[src/rtl/ffa_req_sched.sv]
// ---------------------------------------------------------------------------
// ffa_req_sched
//   Schedules write and read requests onto a single-ported flip-flop array.
//   Keeps one shadow valid bit per entry so that reads of never-written
//   entries are answered locally with an error instead of touching the array.
//
// Ports
//   clk, resetn             : clock, asynchronous active-low reset
//   wr_valid/wr_ready       : write request handshake, payload wr_addr/wr_data
//   rd_valid/rd_ready       : read request handshake, payload rd_addr
//   rsp_valid/rsp_ready     : read response handshake, payload rsp_data/rsp_err
//   wr, rd, addr, din       : registered one-cycle command to the array
//   dout                    : array read data, captured at the end of RD_WAIT
//   error                   : array collision flag
//   err_cnt                 : saturating count of cycles with error high
// ---------------------------------------------------------------------------
module ffa_req_sched #(
  parameter int DATA_W = 8,
  parameter int ADDR_W = 3,
  parameter int DATA_N = 8
) (
  input  logic              clk,
  input  logic              resetn,
  input  logic              wr_valid,
  output logic              wr_ready,
  input  logic [ADDR_W-1:0] wr_addr,
  input  logic [DATA_W-1:0] wr_data,
  input  logic              rd_valid,
  output logic              rd_ready,
  input  logic [ADDR_W-1:0] rd_addr,
  output logic              rsp_valid,
  input  logic              rsp_ready,
  output logic [DATA_W-1:0] rsp_data,
  output logic              rsp_err,
  output logic              wr,
  output logic              rd,
  output logic [ADDR_W-1:0] addr,
  output logic [DATA_W-1:0] din,
  input  logic [DATA_W-1:0] dout,
  input  logic              error,
  output logic [7:0]        err_cnt
);

  typedef enum logic [1:0] {
    IDLE    = 2'd0,
    RD_WAIT = 2'd1,
    RSP     = 2'd2
  } rd_state_t;

  rd_state_t         r_state;
  logic              r_prio_wr;   // 1: write wins the next tie
  logic [DATA_N-1:0] r_shadow;
  logic              r_wr;
  logic              r_rd;
  logic [ADDR_W-1:0] r_addr;
  logic [DATA_W-1:0] r_din;
  logic              r_rsp_valid;
  logic [DATA_W-1:0] r_rsp_data;
  logic              r_rsp_err;
  logic [7:0]        r_err_cnt;

  logic w_idle;
  logic w_tie;
  logic w_rd_acc;
  logic w_wr_acc;

  // A tie exists only when the read side could actually take its request.
  // The loser of a tie sees ready low; otherwise a write is refused only when
  // a read is being accepted on the same edge, so wr and rd stay exclusive.
  assign w_idle   = (r_state == IDLE);
  assign w_tie    = wr_valid & rd_valid & w_idle;
  assign rd_ready = resetn & w_idle & ~(w_tie & r_prio_wr);
  assign w_rd_acc = rd_valid & rd_ready;
  assign wr_ready = resetn & ~w_rd_acc;
  assign w_wr_acc = wr_valid & wr_ready;

  // NOTE: all state below uses non-blocking assignments so every register
  // samples pre-edge values; blocking here would create order-dependent races.
  always_ff @(posedge clk or negedge resetn) begin
    if (!resetn) begin
      r_state     <= IDLE;
      r_prio_wr   <= 1'b1;
      // NOTE: the shadow bits are reset because they define which array
      // entries hold meaningful data; the array contents themselves are not.
      r_shadow    <= '0;
      r_wr        <= 1'b0;
      r_rd        <= 1'b0;
      r_addr      <= '0;
      r_din       <= '0;
      r_rsp_valid <= 1'b0;
      r_rsp_data  <= '0;
      r_rsp_err   <= 1'b0;
    end else begin
      // Command strobes are single-cycle pulses; addr/din hold otherwise.
      r_wr <= 1'b0;
      r_rd <= 1'b0;

      // The type accepted last loses the next tie, giving strict alternation.
      if (w_wr_acc) begin
        r_wr               <= 1'b1;
        r_addr             <= wr_addr;
        r_din              <= wr_data;
        r_shadow[wr_addr]  <= 1'b1;
        r_prio_wr          <= 1'b0;
      end else if (w_rd_acc) begin
        r_prio_wr          <= 1'b1;
      end

      case (r_state)
        IDLE: begin
          if (w_rd_acc) begin
            if (r_shadow[rd_addr]) begin
              r_rd    <= 1'b1;
              r_addr  <= rd_addr;
              r_state <= RD_WAIT;
            end else begin
              // Unwritten entry: answer locally, the array is never read.
              r_rsp_data  <= '0;
              r_rsp_err   <= 1'b1;
              r_rsp_valid <= 1'b1;
              r_state     <= RSP;
            end
          end
        end
        RD_WAIT: begin
          r_rsp_data  <= dout;
          r_rsp_err   <= 1'b0;
          r_rsp_valid <= 1'b1;
          r_state     <= RSP;
        end
        RSP: begin
          if (rsp_ready) begin
            r_rsp_valid <= 1'b0;
            r_state     <= IDLE;
          end
        end
        default: r_state <= IDLE;
      endcase
    end
  end

  always_ff @(posedge clk or negedge resetn) begin
    if (!resetn) begin
      r_err_cnt <= '0;
    end else if (error && (r_err_cnt != 8'hFF)) begin
      r_err_cnt <= r_err_cnt + 8'd1;
    end
  end

  assign wr        = r_wr;
  assign rd        = r_rd;
  assign addr      = r_addr;
  assign din       = r_din;
  assign rsp_valid = r_rsp_valid;
  assign rsp_data  = r_rsp_data;
  assign rsp_err   = r_rsp_err;
  assign err_cnt   = r_err_cnt;

endmodule
[config.mk]
export PLATFORM = sky130hd
export DESIGN_NAME = ffa_req_sched
export DESIGN_NICKNAME = d
export VERILOG_FILES = /design/src/rtl/ffa_req_sched.sv
export SDC_FILE = /design/constraint.sdc
export NUM_CORES = 1
export LEC_CHECK = 0
export ABC_CLOCK_PERIOD_IN_PS = 1900
export BUFFER_PORTS_ARGS = -buffer_cell sky130_fd_sc_hd__buf_2
export CELL_PAD_IN_SITES_DETAIL_PLACEMENT = 0
export CELL_PAD_IN_SITES_GLOBAL_PLACEMENT = 2
export CORE_MARGIN = 2
export CORE_UTILIZATION = 31
export DETAILED_ROUTE_END_ITERATION = 12
export GPL_ROUTABILITY_DRIVEN = 0
export HOLD_SLACK_MARGIN = 0.06
export PLACE_DENSITY_LB_ADDON = 0.1
export SETUP_SLACK_MARGIN = 0.5
export SYNTH_ARGS = -nofsm -noshare
export SYNTH_HDL_FRONTEND = slang
export SYNTH_SLANG_ARGS = --single-unit
[constraint.sdc]
create_clock -name clk -period 1.9 [get_ports clk]
set_input_delay 0.19 -clock clk [delete_from_list [all_inputs] [get_ports clk]]
set_output_delay 0.19 -clock clk [all_outputs]
set_load 0.02 [all_outputs]
==> flow_metrics.env <==
export IMPL_slew_headroom_pct=38.6
export IMPL_critPathMaxFanout=3
export IMPL_die_height_um=80.2
export IMPL_holdCritPathClass="primary input to flip-flop"
export IMPL_irDropWorstVdd_uv=681
export IMPL_synthesis_nets=181
export IMPL_min_path_cells=3
export IMPL_design_die_area_mm2=0.00643
export IMPL_start_util_pct=32.5
export IMPL_register_area_mm2=0.00106
export IMPL_drv_slew=0
export IMPL_setup_tns_ns=0
export IMPL_r2r_end="r_state[1]$_DFFE_PN0P_"
export IMPL_grt_usage_pct=14.3
export IMPL_cts_sinks=42
export IMPL_rsz0062_at_grt="true"
export IMPL_postRouteAntennaNets=0
export IMPL_cts_tree="yes"
export IMPL_numCtsBuffers=5
export IMPL_dp_hpwl_um=2930
export IMPL_stdcell_count=319
export IMPL_drt_iter0_markers=32
export IMPL_period_minus_slack_ns=1.57
export IMPL_cts_root_buf="clkbuf_8"
export IMPL_netlist_instances=152
export IMPL_dieWidth_um=80.2
export IMPL_max_cap_violations=0
export IMPL_powerDensity_mw_per_mm2=1390
export IMPL_antenna_found_initial=0
export IMPL_avgSynthCellArea_um2=11.8
export IMPL_critPathKind="flip-flop to flip-flop"
export IMPL_wl_um=4290
export IMPL_fin_nets=275
export IMPL_place_inst=284
export IMPL_busiest_layer="met2"
export IMPL_fmax_mhz=638
export IMPL_synth_top_area_cell="dfrtp_1"
export IMPL_grtUsageMet1_pct=16.9
export IMPL_worstMarginPinSlew_ns=0.921
export IMPL_grt_max_degree=22
export IMPL_yosys_top_cells_area="dfrtp_1, mux2_2, nand2_1"
export IMPL_postSynth_asyncResetShare_pct=100
export IMPL_met3_usage_pct=3.82
export IMPL_fin_worst_skew_ns=0.00477
export IMPL_required_ns=2.07
export IMPL_fillers=545
export IMPL_via_count=1491
export IMPL_setup_viol=0
export IMPL_drive_above_1_share_pct=55.1
export IMPL_grt_use_met2_pct=24.9
export IMPL_yosys_cell_types_count=36
export IMPL_ys_seq_elements=42
export IMPL_area_growth_pct=50.1
export IMPL_hold_violations=0
export IMPL_first_pass_iters=3
export IMPL_synth_commonest_cells="dfrtp_1, nand2_1, mux2_2"
export IMPL_finalCritPeriodShare_pct=82.4
export IMPL_crit_arrival_ns=1.73
export IMPL_num_io_pins=61
export IMPL_rows=27
export IMPL_diodes=0
export IMPL_final_core_util_pct=48.7
export IMPL_portBuffers=60
export IMPL_r2r_start="r_shadow[1]$_DFFE_PN0P_"
export IMPL_yosysWarnings=0
export IMPL_core_mm2=0.00554
export IMPL_yosysSeqAreaShare_pct=58.5
export IMPL_reg2reg_slack_ns=0.33
export IMPL_crit_path_end_kind="flip-flop"
export IMPL_vias_per_cell=4.67
export IMPL_grt_ovfl_total=0
export IMPL_cts_buffer_depth=2
export IMPL_synth_most_common_cell="dfrtp_1"
export IMPL_grt_first_pass_wirelength_um=7040
export IMPL_outcome="completed"
export IMPL_grt_pass1_vias=1529
export IMPL_drc=0
export IMPL_clkLatencyLatePin_ns=0.29
export IMPL_synthFlopType="dfrtp_1"
export IMPL_whs_ns=0.110
export IMPL_cp_start_kind="flip-flop"
export IMPL_worstRegToRegCells=4
export IMPL_synth_edf_count=0
export IMPL_path_clk_slew_ns=0.07
export IMPL_synth_top_area_share_pct=57.0
export IMPL_wire_per_inst_um=13.5
export IMPL_multi_input_area_um2=877
export IMPL_final_area_mm2=0.00270
export IMPL_syn_area_mm2=0.00180
export IMPL_place_area_mm2=0.00226
export IMPL_hold_start="dout[1]"
export IMPL_p_leak_nw=1.31
export IMPL_htreeDepth=2
export IMPL_hold_end="rsp_data[1]$_DFFE_PN0P_"
-- power breakdown --
group,internal [W],switching [W]
clock network,0.000261,0.000280
registers,0.00125,0.000262
logic,0.000830,0.000861
total,0.00234,0.00140
-- sequential cells by signal (all words and copies together) (netlist names) --
name,count
rd,1
r_prio_wr,1
rsp_data,8
rsp_err,1
din,8
r_state,2
err_cnt,8
wr,1
r_shadow,8
addr,3
rsp_valid,1
-- worst max-delay path: stages, from the launching register on --
cell	delay, ns
dfrtp_1	0.37
mux2i_1	0.09
mux4_2	0.52
nor2b_4	0.17
or3_1	0.29
-- worst max path at each step --
stage / startpoint / to / slack, ns / cells past startpoint
floorplan: rd_addr[0] / addr[0]$_DFF_PN0_ / 0.37 / 5
finish: r_shadow[1]$_DFFE_PN0P_ / r_state[1]$_DFFE_PN0P_ / 0.33 / 4
global route: r_prio_wr$_DFFE_PN1P_ / addr[0]$_DFF_PN0_ / 0.29 / 4
detailed placement: rd_addr[0] / addr[0]$_DFF_PN0_ / 0.24 / 5
global placement: rd_addr[0] / r_state[1]$_DFFE_PN0P_ / 0.27 / 5
CTS: r_prio_wr$_DFFE_PN1P_ / addr[0]$_DFF_PN0_ / 0.32 / 4
-- layout by cell type (no fill, tap or decap), drive strengths merged, types with 3 or more instances in the layout --
cell type and instances:
a21o 3, a31o 4, buf 88, clkbuf 8, dfrtp 41, inv 3, mux2 13, mux2i 5
nand2 24, nand3 3, nor2 9, nor2b 7, o21ai 8, xor2 5
-- layout make-up --
| class | instances | share of cell area [%] |
|---|---|---|
| Clock buffer | 8 | 2.97 |
| Inverter | 3 | 0.417 |
| Multi-Input combinational cell | 103 | 32.5 |
| Sequential cell | 42 | 39.3 |
| Tap cell | 72 | 3.34 |
| Timing Repair Buffer | 91 | 21.5 |
-- metrics by stage --
step	power (W)	setup slack [ns]
2_1_floorplan	0.00241	0.372
3_3_place_gp	0.00285	0.271
3_5_place_dp	0.00288	0.242
4_1_cts	0.00365	0.324
5_1_grt	0.00401	0.292
6_report	0.00374	0.333
-- layer usage --
| layer | wire [µm] | up-vias | share of wire [%] |
|---|---|---|---|
| met5 | 0 | - | 0 |
| met3 | 220 | 7 | 5.1 |
| met1 | 1770 | 732 | 41 |
| met2 | 2220 | 40 | 52 |
| met4 | 78 | 0 | 1.8 |
| li1 | - | 712 | - |
-- cell families after synthesis --
group / after synthesis / synth area share, %
AO/OA/AOI/OAI: 24 / 9.46
XOR/XNOR: 7 / 3.41
adder cells (fa/ha/maj): 1 / 0.695
buffers and inverters: 8 / 2.23
flip-flops: 42 / 58.5
multiplexers: 19 / 12.2
AND/OR/NAND/NOR: 51 / 13.6
-- repair_timing --
item                                   in CTS  in global routing
endpoints found under the hold margin      41                 21
gates resized for setup                    15                 16
setup endpoints to repair                  32                 78
hold buffers                                3                  1
buffers inserted                           15                  8
pin swaps                                   7                  4
cloned                                      1                  0
(Power assumes the default switching activity.)
